==> src/rtl/lfsr_rng.sv <==
// lfsr_rng: XNOR Fibonacci LFSR random source for game logic.
//
// The LFSR provides a free-running stream (state_out_o). It also serves
// bounded draws that return a value uniformly distributed in [0, limit) by
// rejection sampling. Only MAX_TRIES candidates are examined per draw.
//
// Ports:
//   clk           clock
//   reset         synchronous reset, active-high
//   enable_i      step the stream once per cycle while IDLE
//   load_i        load seed_i into the state (highest priority after reset)
//   seed_i        seed value; all-ones is replaced by zero
//   req_i         draw request, accepted only in IDLE
//   limit_i       exclusive upper bound, captured when the request is accepted
//   busy_o        high while a draw is searching
//   valid_o       one-cycle pulse announcing value_o / timeout_o
//   value_o       draw result, held until the next valid_o
//   timeout_o     qualifies valid_o: the draw ran out of tries
//   state_out_o   current LFSR state (raw stream)
//   fsm_state_o   FSM state for observation (0 = IDLE, 1 = SEARCH)
//
// Handshake: req_i is a request with no ready signal. It is taken on any
// IDLE cycle in which load_i is low. While busy_o is high it is ignored
// and is not queued. Every accepted draw produces exactly one valid_o pulse,
// unless a load or a reset aborts the draw first. valid_o has no
// backpressure.
//
// Each accepted draw examines N candidates, where N is between 1 and
// MAX_TRIES. valid_o rises N+1 cycles after the accepting edge. The decision
// is staged in a pending register for one cycle before it is published.

module lfsr_rng #(
    parameter int               WIDTH      = 10,
    parameter logic [WIDTH-1:0] TAPS       = 10'b0000001001,
    parameter logic [WIDTH-1:0] RESET_SEED = '0,
    parameter int               MAX_TRIES  = 16
) (
    input  logic             clk,
    input  logic             reset,
    input  logic             enable_i,
    input  logic             load_i,
    input  logic [WIDTH-1:0] seed_i,
    input  logic             req_i,
    input  logic [WIDTH-1:0] limit_i,
    output logic             busy_o,
    output logic             valid_o,
    output logic [WIDTH-1:0] value_o,
    output logic             timeout_o,
    output logic [WIDTH-1:0] state_out_o,
    output logic             fsm_state_o
);

    localparam int TRY_W = $clog2(MAX_TRIES + 1);

    typedef enum logic {
        IDLE   = 1'b0,
        SEARCH = 1'b1
    } fsm_e;

    fsm_e             fsm_q, fsm_d;
    logic [WIDTH-1:0] lfsr_q, lfsr_d;
    logic [WIDTH-1:0] limit_q, limit_d;
    logic [TRY_W-1:0] tries_q, tries_d;
    // Pending result: set on the deciding SEARCH edge, published one edge later.
    logic             done_q, done_d;
    logic [WIDTH-1:0] res_value_q, res_value_d;
    logic             res_timeout_q, res_timeout_d;
    logic             valid_q, valid_d;
    logic [WIDTH-1:0] value_q, value_d;
    logic             timeout_q, timeout_d;

    logic [TRY_W-1:0] tries_inc;

    // Shift right and insert the XNOR feedback as the new MSB.
    // With XNOR feedback the all-ones state is the lock-up state.
    function automatic logic [WIDTH-1:0] lfsr_step(input logic [WIDTH-1:0] s);
        logic fb;
        fb = ~(^(s & TAPS));
        return {fb, s[WIDTH-1:1]};
    endfunction

    // The try count saturates at MAX_TRIES.
    assign tries_inc = (tries_q == TRY_W'(MAX_TRIES)) ? tries_q : tries_q + TRY_W'(1);

    always_comb begin
        fsm_d         = fsm_q;
        lfsr_d        = lfsr_q;
        limit_d       = limit_q;
        tries_d       = tries_q;
        done_d        = 1'b0;
        res_value_d   = res_value_q;
        res_timeout_d = res_timeout_q;
        // Publish a pending result. Loads do not cancel it, because the
        // FSM is already IDLE by the time the result is pending.
        valid_d       = done_q;
        value_d       = done_q ? res_value_q : value_q;
        timeout_d     = done_q ? res_timeout_q : timeout_q;

        if (load_i) begin
            // A load aborts any draw in progress and discards a concurrent request.
            lfsr_d = (&seed_i) ? '0 : seed_i;
            fsm_d  = IDLE;
        end else begin
            case (fsm_q)
                IDLE: begin
                    if (enable_i) begin
                        lfsr_d = lfsr_step(lfsr_q);
                    end
                    if (req_i) begin
                        limit_d = limit_i;
                        tries_d = '0;
                        fsm_d   = SEARCH;
                    end
                end
                SEARCH: begin
                    // The current state is the candidate. In SEARCH the LFSR
                    // steps regardless of enable_i.
                    lfsr_d  = lfsr_step(lfsr_q);
                    tries_d = tries_inc;
                    if (limit_q == '0) begin
                        done_d        = 1'b1;
                        res_value_d   = '0;
                        res_timeout_d = 1'b0;
                        fsm_d         = IDLE;
                    end else if (lfsr_q < limit_q) begin
                        done_d        = 1'b1;
                        res_value_d   = lfsr_q;
                        res_timeout_d = 1'b0;
                        fsm_d         = IDLE;
                    end else if (tries_inc == TRY_W'(MAX_TRIES)) begin
                        done_d        = 1'b1;
                        res_value_d   = '0;
                        res_timeout_d = 1'b1;
                        fsm_d         = IDLE;
                    end
                end
                default: fsm_d = IDLE;
            endcase
        end
    end

    always_ff @(posedge clk) begin
        if (reset) begin
            fsm_q         <= IDLE;
            lfsr_q        <= RESET_SEED;
            limit_q       <= '0;
            tries_q       <= '0;
            done_q        <= 1'b0;
            res_value_q   <= '0;
            res_timeout_q <= 1'b0;
            valid_q       <= 1'b0;
            value_q       <= '0;
            timeout_q     <= 1'b0;
        end else begin
            fsm_q         <= fsm_d;
            lfsr_q        <= lfsr_d;
            limit_q       <= limit_d;
            tries_q       <= tries_d;
            done_q        <= done_d;
            res_value_q   <= res_value_d;
            res_timeout_q <= res_timeout_d;
            valid_q       <= valid_d;
            value_q       <= value_d;
            timeout_q     <= timeout_d;
        end
    end

    assign busy_o      = (fsm_q == SEARCH);
    assign valid_o     = valid_q;
    assign value_o     = value_q;
    assign timeout_o   = timeout_q;
    assign state_out_o = lfsr_q;
    assign fsm_state_o = fsm_q;

endmodule

==> config.mk <==
export PLATFORM = sky130hd
export DESIGN_NAME = lfsr_rng
export DESIGN_NICKNAME = d
export VERILOG_FILES = /design/src/rtl/lfsr_rng.sv
export SDC_FILE = /design/constraint.sdc
export NUM_CORES = 1
export LEC_CHECK = 0
export CORE_AREA = 2 2 97 62
export CTS_CLUSTER_SIZE = 16
export DETAILED_ROUTE_END_ITERATION = 8
export DIE_AREA = 0 0 99 64
export PLACE_DENSITY = 0.76
export RECOVER_POWER = 25
export SLEW_MARGIN = 5
export SYNTH_ARGS = -nofsm -noshare
export SYNTH_HDL_FRONTEND = slang
export SYNTH_SLANG_ARGS = --single-unit
==> constraint.sdc <==
create_clock -name clk -period 2.6 [get_ports clk]
set_input_delay 0.52 -clock clk [delete_from_list [all_inputs] [get_ports clk]]
set_output_delay 0.52 -clock clk [all_outputs]
set_load 0.03 [all_outputs]
==> results of run 1 <==
[power by group through the flow]
stage               Sequential, mW  Combinational [mW]  Clock, mW
floorplan                    0.854               0.159          0
global placement             0.831               0.308          0
detailed placement           0.831               0.313          0
CTS                          0.813               0.315      0.474
global route                 0.817               0.344      0.500
finish                       0.814               0.315      0.461
[worst max-delay path: cells and delay by family (launching register included)]
kind / cells / cell delay, ps
AO/OA/AOI/OAI: 3 / 690
adder cells (fa/ha/maj): 1 / 280
flip-flops: 1 / 440
AND/OR/NAND/NOR: 3 / 810
[cells by family (layout without fill, tap and decap cells)]
group,after synthesis,count (layout),synth area share
DFF,50,50,0.4208
buffers and inverters,30,81,0.05260
muxes,14,14,0.06050
adders and majority gates,11,11,0.05786
and+or+nand+nor,109,109,0.2399
AOI/OAI and AO/OA,60,60,0.1573
xor gates and xnor gates,3,3,0.01105
[layout make-up]
cell class | instances | area, um2
flip-flops and latches | 50 | 1001
clock inverters | 3 | 21.27
multi-input cells | 197 | 1252
repair buffers | 60 | 568.0
clock buffers | 5 | 68.82
well taps | 69 | 86.33
inverters | 13 | 48.80
fillers | 510 | 2340
[flip-flops by register name, indices dropped and copies added, names as in the netlist]
name and flops:
tries_q 5, valid_o 1, res_value_q 10, done_q 1, timeout_o 1, limit_q 10
res_timeout_q 1, state_out_o 10, value_o 10, busy_o 1
[synthesized netlist by cell type]
cell	n
ha_1	11
a32oi_1	1
o31a_1	1
dfxtp_1	50
nor2b_1	12
a211oi_1	13
a21oi_1	22
xnor2_1	1
nand2b_1	12
nor2_1	31
buf_6	1
and2_2	1
o21a_1	1
nand4bb_1	1
or3b_1	1
o21bai_1	1
and3_4	1
o211ai_2	1
nor4_1	2
nand4_1	14
mux2_2	3
xor2_1	2
o21ai_0	12
a221o_1	1
buf_1	2
nand2_1	22
mux2i_1	11
a41oi_1	1
a21o_1	1
nor4b_4	1
inv_1	13
a22oi_1	4
nor3_1	4
or3_1	3
o21ai_1	1
buf_4	1
clkbuf_1	12
buf_2	1
nand3_1	4
[per-layer routing]
metal	up-vias	GRT usage
li1	1072	-
met1	949	0.2835
met2	84	0.2644
met3	8	0.06018
met4	0	0.07363
met5	-	0
[through the flow]
stage / cell area (um2) / util / total power [mW] / hold slack (ps) / instances
6_report: 3047 / 0.5656 / 1.590 / 475.0 / 397
5_1_grt: 3047 / 0.5656 / 1.661 / 496.2 / 397
4_1_cts: 3049 / 0.5661 / 1.602 / 476.0 / 397
3_5_place_dp: 2959 / 0.5494 / 1.144 / 456.0 / 389
3_3_place_gp: 2959 / 0.5494 / 1.139 / 444.1 / 389
2_1_floorplan: 2379 / - / 1.013 / 436.3 / 277
[path summary, 6_finish.rpt]
path	endpoint	slack [ps]	cells past startpoint
max	res_value_q[6]$_SDFFE_PP0P_	270	7
min	limit_q[6]$_SDFFE_PP0P_	480	2
max reg2reg	res_value_q[6]$_SDFFE_PP0P_	270	7
min reg2reg	limit_q[6]$_SDFFE_PP0P_	480	2
==> impl_results.md, run 1 <==
- Clock power frac: 0.290
- Synth Instances: 277
- CTS Sinks: 50
- CTS H-Tree Depth: 2
- # resized after CTS: 0
- Cell Area, Synth: 2379 um2
- RR Startpoint: state_out_o[7]$_SDFFE_PP0P_
- Max incr delay on CP: between 400 and 500 ps
- DR pass1 iterations: 4
- Overflow after GRT: 0
- Worst-case clock buffer depth: 2
- Initial antenna violation count: 0
- Routed Antenna Nets: 0
- Via total after detailed routing: roughly 2100
- CTS clk-pin slew, worst paths: about 100 ps
- Max-slew violations: 0
- Nets@finish: around 360
- Post-CTS setup buffers: 0
- Critical Path Start Type: register
- Least-Margin Pin Slew: 937.5 ps
- Largest net degree at the start of global routing: between 50 and 60
- Routability cong.: 0.8721
- Final WS setup: 266.3 ps
- Pwr dens: 521.7 nW/um2
- Die footprint: approximately 6300 um2
- CP cell instances: ha_1 > a211oi_1 > nor2_1 > or3_1 > o211ai_2 > and2_2 > o21ai_0
- Period utilisation layout: 0.8976
- FP Rows: 21
- Hpwl dp: around 4300 um
- Root buffer cell: clkbuf_8
- Comb power frac: 0.198
- Met2 wire length: 2334 um
- Seq cells post-synth: 50
- Vias per cell: 5.322
- CP Capture Type: register
- RSZ-0062 raised after global routing: no
- Synth top area cells: dfxtp_1 42%, ha_1 5.8%, nor2_1 4.9%
- Inserted Clock Buffers: 5
- Slowest CP cell: dfxtp_1
- Most frequent cells in the layout: 50 x dfxtp_1, 47 x clkdlybuf4s50_1, 31 x nor2_1
- DR WL/cell: roughly 15 um
- Reg power frac: 0.512
- Int Power: about 1.1 mW
- Worst vdd ir: 0.2456 mV
- Worst setup startpoint: state_out_o[7]$_SDFFE_PP0P_
- Placeable Area: 5386 um2
- YS warnings: 0
- Setup_tns: 0 ps
- Die H: 64 um
- Later-pin clock latency in the skew report: 310 ps
- Drt total wl: 5803 um
- Most common cell after layout, fill and taps aside: dfxtp_1
- Layout cells sized above 1: 0.08232
- Largest area contributor in the netlist: dfxtp_1
- Worst hold path startpoint: limit_q[6]$_SDFFE_PP0P_
- Vias in the first global route: 1959
- Endpoints failing setup: 0
- HP Class: register to register
- Total track usage: 0.1941
- CTS Hold Bufs: 0
- Sw frac: 0.2944
- Slew headroom: 0.3750
- Syn nets: 313
- Net switching power: 0.4680 mW
- Setup slack at placement: about 310 ps
- Post-synth top area share: 0.4208
- CP arrival: 2530 ps
- CTS tree: yes
- Final Hold Viols: 0
- P_leak: roughly 1.1 nW
- M1 wire length: 2904 um
- Drt drc: 0
- Port bufs: 48
- MaxCap Viol Count: 0
- Syn_area_per_cell: 8.587 um2
- Ant. Diodes: 0
- CP Max Fanout: 12
- Status: finished, final reports clean
- Initial core utilization: 0.4416
- Sequential area share after synthesis: 0.4208
- Area growth syn-to-layout: 28.09%
- Global-route wire length before repair: approximately 10000 um
- Fin Clk Skew: a little over 8 ps
- Worst endpoint required time: 2800 ps
- Min cycle time layout: 2334 ps
- Chip width: approximately 99 um
- Critical path type: register to register
- Max Used Layer: met4
- Ports: 49
- 1st-iter DRT viols: 96
- Netlist cell types: 39
- Metal3 WL: approximately 490 um
- Upper clock frequency limit: 428.5 MHz
Power figures use the tool's default switching activity.
==> run 2, diff against run 1 <==
- CTS_CLUSTER_SIZE: 16 -> 28
==> results of run 2 <==
Same layout as run 1: the final DEF is identical, and so are final timing and power.
